### src/rtl/rr_pkg.sv
// Shared definitions for the round-robin arbiter and its requester-side agents.
package rr_pkg;

    localparam int NUM_REQ = 4;

    typedef enum logic [1:0] {
        IDLE,
        WAIT,
        XFER
    } req_state_e;

    localparam logic [NUM_REQ-1:0] GNT_0 = 4'b0001;
    localparam logic [NUM_REQ-1:0] GNT_1 = 4'b0010;
    localparam logic [NUM_REQ-1:0] GNT_2 = 4'b0100;
    localparam logic [NUM_REQ-1:0] GNT_3 = 4'b1000;

endpackage

### src/rtl/rr_sync_fifo.sv
// Register-based synchronous FIFO with occupancy count; pushes while full and
// pops while empty are silently ignored.
module rr_sync_fifo #(
    parameter int DATA_W = 8,
    parameter int DEPTH  = 4,
    localparam int AW    = $clog2(DEPTH)
) (
    input  logic              clk_i,
    input  logic              rst_i,
    input  logic              push_i,
    input  logic [DATA_W-1:0] data_i,
    input  logic              pop_i,
    output logic [DATA_W-1:0] data_o,
    output logic [AW:0]       level_o,
    output logic              full_o
);

    logic [DATA_W-1:0] mem_q [DEPTH];
    logic [AW-1:0]     wrPtr_q;
    logic [AW-1:0]     rdPtr_q;
    logic [AW:0]       count_q;
    logic              pushOk;
    logic              popOk;

    assign full_o  = (count_q == (AW+1)'(DEPTH));
    assign level_o = count_q;
    assign data_o  = mem_q[rdPtr_q];
    assign pushOk  = push_i && !full_o;
    assign popOk   = pop_i && (count_q != '0);

    // Storage needs no reset: a slot is only read after it has been written.
    always_ff @(posedge clk_i) begin
        if (pushOk) begin
            mem_q[wrPtr_q] <= data_i;
        end
    end

    always_ff @(posedge clk_i or posedge rst_i) begin
        if (rst_i) begin
            wrPtr_q <= '0;
            rdPtr_q <= '0;
            count_q <= '0;
        end else begin
            if (pushOk) begin
                wrPtr_q <= wrPtr_q + AW'(1);
            end
            if (popOk) begin
                rdPtr_q <= rdPtr_q + AW'(1);
            end
            if (pushOk && !popOk) begin
                count_q <= count_q + (AW+1)'(1);
            end else if (!pushOk && popOk) begin
                count_q <= count_q - (AW+1)'(1);
            end
        end
    end

endmodule

### src/rtl/rr_requester.sv
// Requester-side agent for the 4-way round-robin arbiter: buffers producer
// words, requests the bus, drains on grant and flags starvation.
module rr_requester
    import rr_pkg::*;
#(
    parameter int ID         = 0,
    parameter int DATA_W     = 8,
    parameter int DEPTH      = 4,
    parameter int STARVE_MAX = 16,
    localparam int AW        = $clog2(DEPTH),
    localparam int CW        = $clog2(STARVE_MAX + 1)
) (
    input  logic               clk_i,
    input  logic               rst_i,
    input  logic               wr_en_i,
    input  logic [DATA_W-1:0]  wr_data_i,
    output logic               full_o,
    output logic [AW:0]        level_o,
    output logic               req_o,
    input  logic [NUM_REQ-1:0] gnt_i,
    output logic               bus_valid_o,
    output logic [DATA_W-1:0]  bus_data_o,
    output logic               starve_o
);

    req_state_e        state_q, state_d;
    logic [CW-1:0]     waitCnt_q, waitCnt_d;
    logic              req_q;
    logic              busValid_q;
    logic [DATA_W-1:0] busData_q;
    logic              starve_q;
    logic              myGnt;
    logic              pushEn;
    logic              popEn;
    logic [AW:0]       levelNext;
    logic [DATA_W-1:0] headData;

    assign myGnt  = gnt_i[ID];
    assign pushEn = wr_en_i && !full_o;
    // A grant arriving while empty or idle is the arbiter's one-cycle trailing grant.
    assign popEn  = myGnt && (level_o != '0) && (state_q != IDLE);

    rr_sync_fifo #(
        .DATA_W (DATA_W),
        .DEPTH  (DEPTH)
    ) u_fifo (
        .clk_i   (clk_i),
        .rst_i   (rst_i),
        .push_i  (pushEn),
        .data_i  (wr_data_i),
        .pop_i   (popEn),
        .data_o  (headData),
        .level_o (level_o),
        .full_o  (full_o)
    );

    always_comb begin
        levelNext = level_o;
        if (pushEn && !popEn) begin
            levelNext = level_o + (AW+1)'(1);
        end else if (!pushEn && popEn) begin
            levelNext = level_o - (AW+1)'(1);
        end
    end

    always_comb begin
        state_d   = state_q;
        waitCnt_d = waitCnt_q;
        case (state_q)
            IDLE: begin
                if (levelNext != '0) state_d = WAIT;
            end
            WAIT: begin
                if (levelNext == '0)  state_d = IDLE;
                else if (popEn)       state_d = XFER;
            end
            XFER: begin
                if (levelNext == '0)  state_d = IDLE;
                else if (!myGnt)      state_d = WAIT;
            end
            default: state_d = IDLE;
        endcase

        // The wait count restarts whenever we leave WAIT for IDLE or XFER.
        if (state_d != WAIT) begin
            waitCnt_d = '0;
        end else if (state_q == WAIT && !myGnt && waitCnt_q != CW'(STARVE_MAX)) begin
            waitCnt_d = waitCnt_q + CW'(1);
        end
    end

    always_ff @(posedge clk_i or posedge rst_i) begin
        if (rst_i) begin
            state_q    <= IDLE;
            waitCnt_q  <= '0;
            req_q      <= 1'b0;
            busValid_q <= 1'b0;
            busData_q  <= '0;
            starve_q   <= 1'b0;
        end else begin
            state_q    <= state_d;
            waitCnt_q  <= waitCnt_d;
            req_q      <= (levelNext != '0);
            busValid_q <= popEn;
            if (popEn) begin
                busData_q <= headData;
            end
            if (waitCnt_d == CW'(STARVE_MAX)) begin
                starve_q <= 1'b1;
            end
        end
    end

    assign req_o       = req_q;
    assign bus_valid_o = busValid_q;
    assign bus_data_o  = busData_q;
    assign starve_o    = starve_q;

endmodule

### config.mk
export PLATFORM = sky130hd
export DESIGN_NAME = rr_requester
export DESIGN_NICKNAME = d
export VERILOG_FILES = /design/src/rtl/rr_pkg.sv /design/src/rtl/rr_sync_fifo.sv /design/src/rtl/rr_requester.sv
export SDC_FILE = /design/constraint.sdc
export NUM_CORES = 1
export LEC_CHECK = 0
export CELL_PAD_IN_SITES_DETAIL_PLACEMENT = 1
export CELL_PAD_IN_SITES_GLOBAL_PLACEMENT = 1
export CORE_MARGIN = 2
export CORE_UTILIZATION = 40
export CTS_CLUSTER_DIAMETER = 60
export CTS_CLUSTER_SIZE = 40
export DETAILED_ROUTE_END_ITERATION = 12
export PLACE_DENSITY = 0.67
export SYNTH_ARGS = -nofsm -noshare
export SYNTH_HDL_FRONTEND = slang
export SYNTH_SLANG_ARGS = --single-unit
### constraint.sdc
create_clock -name clk_i -period 2.2 [get_ports clk_i]
set_input_delay 0.44 -clock clk_i [delete_from_list [all_inputs] [get_ports clk_i]]
set_output_delay 0.44 -clock clk_i [all_outputs]
set_load 0.01 [all_outputs]
==> results, run 1 <==
- The largest clock skew in the final design is 0.00665 ns.
- The core box area is 0.00624 mm2.
- The cell count after synthesis came out at 165.
- The setup TNS after final layout is 0 ns.
- The H-tree generated during clock tree synthesis spans 3 levels.
- Summing the areas of all compound-gate instances in the mapped netlist gives 5.97% of the synthesized area.
- The part of the total power dissipated in combinational logic is 38.2%.
- Cells with a size suffix above 1 make up 24.3% of the layout.
- The via count of the first global-routing pass is 1723.
- Based on the critical path, the design can be clocked at up to 475 MHz.
- The endpoint required time on the critical path is 1.76 ns.
- The worst-margin pin slew is 0.456 ns.
- The xor and xnor area share after synthesis is 4.14%.
- Once detailed placement completed, the half-perimeter wirelength came to 3.31 mm.
- The pin count of the biggest net entering global routing is 26.
- The routed layout has 1479 vias.
- The number of cell instances on the worst register-to-register path is 7.
- Leaving out fill and tap cells, the most frequent cell in the layout is sky130_fd_sc_hd__edfxtp_1.
- The switching portion of total power is 31.7%.
- The cts-stage hold buffer count is 0.
- From synthesis to final layout, the design area changed by 24.3%.
- The share of power burned in registers is 38.2%.
- The setup path with the least slack is of type register to output pin.
- The root buffer cell chosen for the clock tree is sky130_fd_sc_hd__clkbuf_8.
- The initial core utilization is 40.6%.
- Among cell families on the critical path, the largest total delay comes from flip-flops.
- TritonCTS built the clock tree.
- In the layout the commonest cells are 32 x sky130_fd_sc_hd__edfxtp_1, 26 x sky130_fd_sc_hd__clkdlybuf4s50_1, 25 x sky130_fd_sc_hd__dfrtp_1, 11 x sky130_fd_sc_hd__inv_1.
- The filler cells instantiated in the layout total 623.
- The die covers 0.00699 mm2.
- After global routing the overflow that remains totals 0.
- The detailed router finished its first iteration with 23 violations.
- VDD sags by at most 0.692 mV.
- For this run, the number of Yosys warnings is 0.
- The power density over the cells is 1390 mW/mm2.
- The multiplexer share of the synthesized area is 11.1%.
- The type of the most critical hold path is primary input to asynchronous set/reset pin.
- Setup slack on the critical path of the routed design comes to 0.0963 ns.
- The final number of hold-violating endpoints is 0.
- After layout, the worst path uses 95.6% of the clock period.
- In this run, synthesis inferred 32 flip-flops with an integrated enable.
- The first detailed-routing pass took 5 iterations.
- Setup repair after global routing left no endpoint under its margin.
- The clock-pin slew of the registers on the worst-case setup and hold paths is 0.06 ns.
- The die boundary width is 83.6 um.
- Input and output buffers added on the ports amount to 26.
- In this run the static leakage power is 1.20 nW.
- The first global-routing pass estimated 8.28 mm of wire.
- The reg-to-reg setup timing slack is 0.28 ns.
- The maximum buffer depth of the clock tree is 2.
- Global routing used 15.6% of the available tracks across all layers.
- For the worst setup path, the data arrival time is 1.66 ns.
- Summing every instance area after synthesis gives 0.00254 mm2.
- The largest single stage delay on the critical path is 0.59 ns.
- The number of failing setup endpoints in the final timing report is 0.
- The post-CTS repair timing setup buffer count is 0.
- Of the total synthesized cell area, the portion taken by full adders, half adders and majority gates is 4.93%.
- The most used flip-flop cell after synthesis is sky130_fd_sc_hd__edfxtp_1.
- The netlist uses 39 different library cells.
- Synthesis produced a netlist with a net count of 190.
- The worst slew margin relative to its limit is 69.6%.
- The post-detailed-route wirelength per cell is 17.1 um.
- The run finished with clean final reports.
- The total chip power is 4.38 mW.
- The max-slew violation count is 0.
- The post-place setup slack is 0.0297 ns.
- The analysis attributes to net switching a power of 1.39 mW.
- The final antenna diode count is 0.
- The fraction of registers with async set or reset after synthesis is 43.9%.
- The vias per cell is 5.15.
- The worst register-to-register path ends at starve_o.
- The routability-driven placement congestion ratio is 0.785.
- The critical path goes through and2_2, clkdlybuf4s50_1.
- The largest driver fanout on the critical path is 9.
- The endpoint class of the critical path is an output pin.
- The tool flagged a number of max-cap violations equal to 0.
- By area, the combinational part of the netlist is dominated by multiplexers.
- The cell with the largest stage delay on the worst path is sky130_fd_sc_hd__dfrtp_1.
- Together, buffers and inverters on the worst path number 1.
- In this run, CTS created clock tree buffers numbering 9.
- The average instance in the mapped netlist occupies 15.4 um2.
- The number of clock sinks is 57.
- The die is 83.6 um tall.
- The later pin in the worst-skew pair is clocked with a latency of 0.33 ns.
- The floorplan has 29 rows.
- Cell internal power was estimated by the tool at 2.99 mW.
- The launch point of the worst reg-to-reg path is u_fifo.level_o[0].
- STA classifies the critical path startpoint as a register.
- The boundary pin count is 30.
- The number of antenna violations at the first check in global routing is 0.
- At the end of the flow, the number of nets in the layout was 230.
- The number of routed nets with antenna violations is 0.
- The DRC violation count after routing is 0.
- Sequential elements use 62.6% of the synthesized area.
- The total of flip-flops plus latches after synthesis is 57.
- In this run, the clock network consumes 23.6% of the power.
- The sum of routed wire length over all layers is 4.90 mm.
- The simple-gate portion of the synthesized area is 7.99%.
- The final critical delay including setup and external delays is 2.10 ns.
==> worst max path at each step <==
stage	from	to	slack, ns	cells past startpoint
final	u_fifo.level_o[2]	full_o	0.1	2
after global routing	u_fifo.level_o[1]	full_o	0.03	4
after CTS	u_fifo.level_o[0]	full_o	0.03	4
after detailed placement	gnt_i[0]	starve_o	0.03	6
after global placement	gnt_i[0]	starve_o	0.05	6
after floorplan	u_fifo.level_o[0]	u_fifo.level_o[2]	0.09	9
==> final cells by class <==
type / instances / area, um2 / share of cell area, %
flip-flops and latches: 57 / 1590 / 50.3
multi-input cells: 90 / 877 / 27.8
repair buffers: 34 / 333 / 10.6
clock buffers: 11 / 131 / 4.17
well taps: 77 / 96.3 / 3.06
clock inverters: 5 / 80.1 / 2.54
inverters: 13 / 48.8 / 1.55
==> per-stage QoR <==
| stage | instance area, um2 | cells | util [%] | hold slack [ns] |
|---|---|---|---|---|
| global route | 3150 | 287 | 50.5 | 0.523 |
| floorplan | 2540 | 165 | - | 0.467 |
| global placement | 2930 | 271 | 46.9 | 0.491 |
| CTS | 3150 | 287 | 50.5 | 0.471 |
| detailed placement | 2930 | 271 | 46.9 | 0.504 |
| finish | 3150 | 287 | 50.5 | 0.467 |
==> routing by layer <==
| metal | vias to the layer above | global-route usage, % | share of wire [%] |
|---|---|---|---|
| met5 | - | 0 | 0 |
| met4 | 0 | 8.80 | 2.6 |
| met3 | 12 | 3.26 | 2.9 |
| met2 | 24 | 28.1 | 54 |
| met1 | 756 | 16.9 | 40 |
| li1 | 687 | - | - |
==> worst register-to-register path, delay by kind of cell, from the launching register on <==
family | cells | cell delay, ns
flip-flops | 1 | 0.39
buffers and inverters | 2 | 0.30
XOR/XNOR | 1 | 0.15
AO/OA/AOI/OAI | 3 | 0.72
adder cells (fa/ha/maj) | 1 | 0.23
==> repair_timing <==
| action | 4_1_cts | 5_1_grt |
|---|---|---|
| pin swaps | 0 | 0 |
| endpoints found under the setup margin | 1 | 1 |
| gates resized for setup | 2 | 1 |
==> Yosys cell counts, types with 2 or more instances <==
master / instances / area, um2
sky130_fd_sc_hd__ha_1: 10 / 125
sky130_fd_sc_hd__inv_1: 12 / 45.0
sky130_fd_sc_hd__a2111oi_0: 2 / 17.5
sky130_fd_sc_hd__o21ai_0: 3 / 15.0
sky130_fd_sc_hd__nor3_1: 3 / 15.0
sky130_fd_sc_hd__edfxtp_1: 32 / 961
sky130_fd_sc_hd__xor2_1: 7 / 61.3
sky130_fd_sc_hd__a21oi_1: 5 / 25.0
sky130_fd_sc_hd__nand2_1: 5 / 18.8
sky130_fd_sc_hd__xnor2_1: 5 / 43.8
sky130_fd_sc_hd__mux4_2: 8 / 180
sky130_fd_sc_hd__dfrtp_1: 25 / 626
sky130_fd_sc_hd__and2_2: 5 / 37.5
sky130_fd_sc_hd__mux2_2: 8 / 90.1
sky130_fd_sc_hd__nor3b_1: 2 / 15.0
sky130_fd_sc_hd__nand3b_1: 2 / 15.0
sky130_fd_sc_hd__nand3_1: 2 / 10.0
sky130_fd_sc_hd__buf_6: 2 / 22.5
sky130_fd_sc_hd__a31oi_1: 2 / 12.5
sky130_fd_sc_hd__buf_2: 2 / 10.0
sky130_fd_sc_hd__nor2_1: 5 / 18.8
==> logic make-up after synthesis <==
kind of cell             count (synthesis)
multiplexers                            17
adder cells (fa/ha/maj)                 10
flip-flops                              57
XOR/XNOR                                12
AND/OR/NAND/NOR                         32
buffers and inverters                   18
AO/OA/AOI/OAI                           19
==> flip-flops by register name, summed over array words and instances, names as in the netlist <==
name / cells
u_fifo.mem_q: 32
bus_data_o: 8
waitCnt_q: 5
u_fifo.level_o: 3
state_q: 2
u_fifo.rdPtr_q: 2
u_fifo.wrPtr_q: 2
bus_valid_o: 1
req_o: 1
starve_o: 1
==> power groups by stage <==
stage / logic, mW / clock network (mW) / registers, mW
2_1_floorplan: 1.02 / 0 / 1.66
3_3_place_gp: 1.58 / 0 / 1.67
3_5_place_dp: 1.64 / 0 / 1.70
4_1_cts: 1.70 / 1.07 / 1.68
5_1_grt: 1.83 / 1.10 / 1.72
6_report: 1.67 / 1.03 / 1.67
Power figures use the tool's default switching activity.
==> run 2, diff against run 1 <==
--- a/config.mk
+++ b/config.mk
@@ -13,6 +13,8 @@
 export CTS_CLUSTER_SIZE = 40
 export DETAILED_ROUTE_END_ITERATION = 12
 export PLACE_DENSITY = 0.67
+export REMOVE_ABC_BUFFERS = 1
+export SETUP_SLACK_MARGIN = 0.02
 export SYNTH_ARGS = -nofsm -noshare
 export SYNTH_HDL_FRONTEND = slang
 export SYNTH_SLANG_ARGS = --single-unit
==> run 2 against run 1 <==
Net effect: flip-flop and latch count is the same; sequential share of layout area rose by 0.060 points; sequential power barely moved; design area fell by 0.12%; critical path type is now register to register; critical endpoint is now starve_o; largest power group unchanged.
==> results, run 2 (synthesized netlist as in run 1, its figures left out) <==
- The worst-margin pin slew was 0.450 ns (-0.00531 ns).
- TritonCTS built the clock tree.
- Setup repair after global routing left no endpoint under its margin.
- The setup TNS after final layout is 0 ns (unchanged).
- The number of buffers added by the clock tree synthesis step is 9 (unchanged).
- The area growth from synthesis to layout is 24.2%.
- The power density over the cells is 1360 mW/mm2 (-2.3%).
- The core box area came to 0.00624 mm2 (unchanged).
- The vias per cell is 5.03 (-2.4%).
- The worst hold path belongs to the class primary input to asynchronous set/reset pin.
- The endpoint required time on the critical path is 2.40 ns (+0.64 ns).
- The cell sitting at the root of the clock tree is a sky130_fd_sc_hd__clkbuf_8.
- The post-detailed-route wirelength per cell is 16.7 um (-1.8%).
- The peak ir drop on the vdd network came to 0.577 mV (-17%).
- The number of nets at the end of the flow came to 230 (unchanged).
- The reg-to-reg setup timing slack is 0.18 ns (-0.10 ns).
- The total half-perimeter wirelength after legalization and detailed placement is 3.43 mm (+3.6%).
- The kind of launch point of the worst setup path is a register.
- The via count of the first global-routing pass is 1610 (-6.6%).
- The cell internal power dissipation is 2.91 mW (-2.5%).
- The number of clock sinks was 57 (unchanged).
- The post-place setup slack was 0.0211 ns (-0.00859 ns).
- The die height was 83.6 um (unchanged).
- The cell area reported after detailed placement is 0.00293 mm2 (unchanged).
- Leaving out fill and tap cells, the most frequent cell in the layout is sky130_fd_sc_hd__edfxtp_1.
- The total number of placement rows came to 29 (unchanged).
- The final number of hold-violating endpoints is 0 (unchanged).
- The largest clock skew in the final design is 0.0124 ns (+0.00576 ns).
- The critical path is of the register to register type.
- The cts-stage hold buffer count is 0 (unchanged).
- The detailed router's first-iteration violation count was 12 (-48%).
- The DRC violation count after routing was 0 (unchanged).
- The final antenna diode count was 0 (unchanged).
- The reported leakage power is 1.22 nW (+1.5%).
- The library cells used most frequently in the layout, excluding fill and tap cells, are 32 x sky130_fd_sc_hd__edfxtp_1, 25 x sky130_fd_sc_hd__dfrtp_1, 25 x sky130_fd_sc_hd__clkdlybuf4s50_1, 12 x sky130_fd_sc_hd__clkbuf_8, 11 x sky130_fd_sc_hd__inv_1.
- The final critical delay including setup and external delays is 2.02 ns (-0.0831 ns).
- The number of antenna violations at the first check in global routing is 0 (unchanged).
- The total of buffers placed on input and output ports is 26 (unchanged).
- The sum of routed wire length over all layers was 4.81 mm (-1.8%).
- The data arrival at the endpoint of the critical path is 2.22 ns (+0.56 ns).
- The number of failing setup endpoints in the final timing report is 0 (unchanged).
- STA classifies the critical path endpoint as a register.
- The largest driver fanout on the critical path is 9 (unchanged).
- The switching power of the nets came to 1.36 mW (-2.4%).
- The total chip power is 4.27 mW (-2.4%).
- The post-CTS repair timing setup buffer count was 0 (unchanged).
- The first-pass iteration count of the detailed router came to 4 (-1).
- The flip-flop count of the largest register, all copies and words added is 32 (unchanged).
- The max-slew violation count is 0 (unchanged).
- The pin count of the biggest net entering global routing is 26 (unchanged).
- The share of power burned in registers is 39.1% (+0.9 points).
- The number of filler cells placed in the layout is 615 (-1.3%).
- The routability-driven placement congestion ratio is 0.744 (-5.3%).
- The initial core utilization is 40.6% (unchanged).
- The first-pass GRT wire length is 8.14 mm (-1.7%).
- The least setup slack across all paths after layout is 0.179 ns (+0.0831 ns).
- The maximum buffer depth of the clock tree is 2 (unchanged).
- The routed via count is 1444 (-2.4%).
- The run finished with clean final reports.
- The fmax was 495 MHz (+4.1%).
- The part of the total power dissipated in combinational logic is 38.6% (+0.4 points).
- The max-cap violation count is 0 (unchanged).
- The global-route total usage across every layer is 15.6% (about the same).
- The die outline area is 0.00699 mm2 (unchanged).
- The area of all placed cells without fillers is 0.00315 mm2 (-0.12%).
- The number of routed nets with antenna violations is 0 (unchanged).
- The boundary pin count came to 30 (unchanged).
- The worst slew margin relative to its limit is 69.2% (-0.42 points).
- The die boundary width was 83.6 um (unchanged).
- The final global-route overflow total came to 0 (unchanged).
- The clock share of power is 22.3% (-1.3 points).
- The register name with the most flops is u_fifo.mem_q.
- The final-layout worst hold slack came to 0.470 ns (+0.00376 ns).
- The clock latency at the later pin of the worst-skew pair was 0.33 ns (about the same).
- The switching portion of total power is 31.8% (about the same).
- The clock-pin slew of the registers on the worst-case setup and hold paths was 0.07 ns (about the same).
- The portion of the clock cycle consumed by the worst path in the final layout is 91.8% (-3.8 points).
- The fraction of final layout cells sized beyond drive strength 1 is 24.3% (unchanged).
- The level count of the clock H-tree is 3 (unchanged).
[run 2: cell count changes in the layout (fill, tap and decap cells not counted)]
cell	delta
sky130_fd_sc_hd__bufinv_16	-2
sky130_fd_sc_hd__clkbuf_16	+1
sky130_fd_sc_hd__clkbuf_8	+3
sky130_fd_sc_hd__clkdlybuf4s50_1	-1
sky130_fd_sc_hd__clkinv_2	-1
sky130_fd_sc_hd__clkinvlp_4	-1
sky130_fd_sc_hd__dlymetal6s2s_1	+1
[run 2: metrics by stage]
step | utilization, % | cells
2_1_floorplan | - | 160
4_1_cts | 50.4 | 287
6_report | 50.5 | 287
5_1_grt | 50.5 | 287
3_5_place_dp | 46.9 | 271
3_3_place_gp | 46.9 | 271
[run 2: what timing repair did]
| item | in CTS | in global routing |
|---|---|---|
| gates cloned | 0 | 0 |
| pin swaps | 0 | 0 |
| resized for setup | 3 | 1 |
| endpoints found under the setup margin | 1 | 1 |
[run 2: layer usage]
metal	wire [um]	track usage, %	vias to the layer above
met5	0	0	-
met4	87	6.45	0
met3	131	6.23	8
met2	2550	26.2	19
met1	2040	17.7	728
li1	-	-	689
[run 2: worst paths after layout]
check	end	startpoint	cells after the start
hold reg to reg	bus_data_o[6]	bus_data_o[6]	1
hold / removal	bus_data_o[6]	rst_i	3
max in group asynchronous	u_fifo.level_o[2]	rst_i	3
min in group clk_i	bus_data_o[6]	bus_data_o[6]	1
setup reg to reg	starve_o	u_fifo.level_o[1]	7
setup / recovery	starve_o	u_fifo.level_o[1]	7
[run 2: final cells by class]
| type | instances | area (um2) | share of cell area, % |
|---|---|---|---|
| timing repair buffer | 34 | 335 | 10.6 |
| sequential | 57 | 1590 | 50.4 |
| inverter | 13 | 48.8 | 1.55 |
| multi-input combinational | 90 | 877 | 27.9 |
| clock inverter | 1 | 7.51 | 0.238 |
| clock buffer | 15 | 198 | 6.28 |
| tap | 77 | 96.3 | 3.06 |
[run 2: critical path: stages (launching register included)]
cell and delay (ns):
sky130_fd_sc_hd__dfrtp_1 0.38, sky130_fd_sc_hd__inv_1 0.12, sky130_fd_sc_hd__ha_4 0.18, sky130_fd_sc_hd__or2b_1 0.26, sky130_fd_sc_hd__a2111oi_0 0.45, sky130_fd_sc_hd__o32a_1 0.29, sky130_fd_sc_hd__buf_12 0.14, sky130_fd_sc_hd__o41ai_4 0.07
[run 2: power groups by stage]
stage | clock [mW] | sequential (mW) | combinational (mW)
2_1_floorplan | 0 | 1.74 | 0.878
3_3_place_gp | 0 | 1.67 | 1.57
3_5_place_dp | 0 | 1.69 | 1.64
4_1_cts | 0.981 | 1.68 | 1.69
5_1_grt | 1.04 | 1.71 | 1.83
6_report | 0.954 | 1.67 | 1.65
==> run 3, diff against run 2 <==
--- a/config.mk
+++ b/config.mk
@@ -7,9 +7,9 @@
 export LEC_CHECK = 0
 export CELL_PAD_IN_SITES_DETAIL_PLACEMENT = 1
 export CELL_PAD_IN_SITES_GLOBAL_PLACEMENT = 1
-export CORE_MARGIN = 2
+export CORE_ASPECT_RATIO = 1.2
 export CORE_UTILIZATION = 40
-export CTS_CLUSTER_DIAMETER = 60
+export CTS_CLUSTER_DIAMETER = 50
 export CTS_CLUSTER_SIZE = 40
 export DETAILED_ROUTE_END_ITERATION = 12
 export PLACE_DENSITY = 0.67
==> run 3 against run 2 <==
Net effect: maximum frequency up 0.72%; routed wire length down 0.58%; flip-flop and latch count unchanged; non-clock buffer count up 1; largest power group unchanged; highest routed layer unchanged.
==> results, run 3 (synthesized netlist as in run 1, its figures left out) <==
- The flow ran to the end, and the final reports show no timing, DRC or antenna violations.
- Relative to the synthesized area, the layout overhead comes to 25.0%.
- The fraction of final layout cells sized beyond drive strength 1 is 26.1% (+1.8 points).
- The top cell types in the final layout, fill and taps aside, are 32 x sky130_fd_sc_hd__edfxtp_1, 25 x sky130_fd_sc_hd__clkdlybuf4s50_1, 24 x sky130_fd_sc_hd__dfrtp_1, 10 x sky130_fd_sc_hd__inv_1.
- The worst setup path is captured at a register.
- The path class of the tightest hold or removal check is primary input to asynchronous set/reset pin.
- The placed instance count is 277 (+2.2%).
- The total chip power is 4.35 mW (+1.8%).
- The first-pass iteration count of the detailed router is 4 (unchanged).
- The detailed router's first-iteration violation count was 38 (+26).
- The total number of placement rows was 31 (+6.9%).
- The cell internal power dissipation came to 2.98 mW (+2.3%).
- The number of antenna violations at the first check in global routing was 0 (unchanged).
- The level count of the clock H-tree came to 3 (unchanged).
- The global-route total usage across every layer came to 17.0% (+1.4 points).
- The total of buffers placed on input and output ports is 26 (unchanged).
- The worst setup path is launched from a register.
- The initial core utilization is 41.6% (+1.0 points).
- The number of nets at the end of the flow came to 231 (+0.43%).
- The most frequent standard cell in the layout excluding fill and tap cells is sky130_fd_sc_hd__edfxtp_1.
- The part of the total power dissipated in combinational logic is 37.5% (-1.1 points).
- The routed via count was 1444 (unchanged).
- The number of filler cells placed in the layout is 604 (-1.8%).
- The max-cap violation count is 0 (unchanged).
- The die boundary width came to 74.7 um (-11%).
- The number of failing setup endpoints in the final timing report is 0 (unchanged).
- The non-filler instance count after layout is 293 (+2.1%).
- The endpoint required time on the critical path is 2.40 ns (about the same).
- The number of buffers added by the clock tree synthesis step is 9 (unchanged).
- The final global-route overflow total is 0 (unchanged).
- The fmax was 498 MHz (+0.72%).
- The boundary pin count is 30 (unchanged).
- The final number of hold-violating endpoints is 0 (unchanged).
- The switching portion of total power is 31.5% (-0.30 points).
- The largest driver fanout on the critical path is 9 (unchanged).
- The sum of routed wire length over all layers came to 4.78 mm (-0.58%).
- The total half-perimeter wirelength after legalization and detailed placement is 3.28 mm (-4.3%).
- The post-detailed-route wirelength per cell is 16.3 um (-2.6%).
- The pin count of the biggest net entering global routing is 26 (unchanged).
- The number of cell instances on the worst register-to-register path is 7 (unchanged).
- The vias per cell was 4.93 (-2.0%).
- The reg-to-reg setup timing slack is 0.19 ns (about the same).
- The data arrival at the endpoint of the critical path is 2.20 ns (-0.02 ns).
- The worst slew margin relative to its limit came to 70.5% (+1.3 points).
- The max-slew violation count was 0 (unchanged).
- The share of power burned in registers is 38.6% (-0.5 points).
- The clock latency at the later pin of the worst-skew pair is 0.33 ns (about the same).
- The DRC violation count after routing came to 0 (unchanged).
- The flip-flop count of the largest register, all copies and words added is 32 (unchanged).
- TritonCTS built the clock tree.
- The clock-pin slew of the registers on the worst-case setup and hold paths was 0.07 ns (about the same).
- The routability-driven placement congestion ratio is 0.848 (+14%).
- The die outline area was 0.00666 mm2 (-4.7%).
- The reported leakage power is 1.23 nW (+0.66%).
- The number of clock sinks is 57 (unchanged).
- The worst-margin pin slew is 0.443 ns (-0.00765 ns).
- In this run the clock root is driven by a sky130_fd_sc_hd__clkbuf_8.
- The die height came to 89.2 um (+6.7%).
- The number of routed nets with antenna violations is 0 (unchanged).
- The destination of the worst register-to-register timing path is starve_o.
- The launch point of the worst reg-to-reg path is u_fifo.level_o[1].
- The switching power of the nets came to 1.37 mW (+0.83%).
- The worst setup path is of the register to register kind.
- The largest clock skew in the final design came to 0.00922 ns (-0.00319 ns).
- The clock share of power is 23.9% (+1.6 points).
- The final critical delay including setup and external delays is 2.01 ns (-0.0145 ns).
- Setup repair after global routing left no endpoint under its margin.
- The first-pass GRT wire length is 7.93 mm (-2.6%).
- The portion of the clock cycle consumed by the worst path in the final layout is 91.2% (-0.66 points).
- The core box area is 0.00609 mm2 (-2.4%).
- The peak ir drop on the vdd network came to 0.595 mV (+3.1%).
- The via count of the first global-routing pass was 1652 (+2.6%).
- In this run the worst setup path begins at u_fifo.level_o[1].
- The register name with the most flops is u_fifo.mem_q.
- The final antenna diode count is 0 (unchanged).
- The power density over the cells was 1370 mW/mm2 (+1.1%).
- The maximum buffer depth of the clock tree is 2 (unchanged).
## run 3: layout make-up
cell class	count	area (um2)	share of cell area [%]
sequential	57	1590	50.1
multi-input combinational	90	878	27.7
timing repair buffer	35	343	10.8
clock buffer	10	128	4.03
tap	82	103	3.24
clock inverter	6	82.6	2.60
inverter	13	48.8	1.54
## run 3: critical path, stage by stage (launching register included)
cell                        delay [ns]
sky130_fd_sc_hd__dfrtp_2          0.44
sky130_fd_sc_hd__inv_2            0.09
sky130_fd_sc_hd__ha_4             0.16
sky130_fd_sc_hd__or2b_1           0.26
sky130_fd_sc_hd__a2111oi_1        0.43
sky130_fd_sc_hd__o32a_1           0.29
sky130_fd_sc_hd__buf_12           0.13
sky130_fd_sc_hd__o41ai_4          0.07
## run 3: layer usage
metal  vias up  track usage (%)  wire, um
met5         -                0         0
met4         0             9.09        79
met3         9             4.06       133
met2        22             30.2      2680
met1       723             18.4      1880
li1        690                -         -
## run 3: worst max path at each step
stage | to | slack (ns) | cells after the start
after floorplan | u_fifo.level_o[2] | -0.11 | 9
after global placement | starve_o | 0.07 | 6
after detailed placement | starve_o | -0.11 | 6
after CTS | full_o | 0.02 | 4
after global routing | starve_o | 0.10 | 7
final | starve_o | 0.19 | 7
## run 3: stage by stage
step / setup TNS [ns] / hold WS [ns] / utilization (%) / worst slack (ns) / cell area (um2)
3_5_place_dp: -0.652 / 0.505 / 48.3 / -0.108 / 2940
3_3_place_gp: 0 / 0.487 / 48.3 / 0.0716 / 2940
4_1_cts: 0 / 0.487 / 52.0 / 0.0238 / 3170
6_report: 0 / 0.489 / 52.1 / 0.194 / 3170
5_1_grt: 0 / 0.532 / 52.1 / 0.101 / 3170
2_1_floorplan: -0.112 / 0.467 / - / -0.107 / 2500
## run 3: power groups by stage
| stage | registers, mW | clock network [mW] | logic [mW] |
|---|---|---|---|
| 3_5_place_dp | 1.70 | 0 | 1.62 |
| 3_3_place_gp | 1.67 | 0 | 1.56 |
| 6_report | 1.68 | 1.04 | 1.63 |
| 2_1_floorplan | 1.74 | 0 | 0.878 |
| 4_1_cts | 1.68 | 1.08 | 1.67 |
| 5_1_grt | 1.72 | 1.12 | 1.81 |
## run 3: repair_timing
item                                    CTS  global route
endpoints found under the setup margin   10             3
hold buffers                              0             0
cloned                                    0             0
buffers inserted                          0             0
gates resized for setup                   3             4
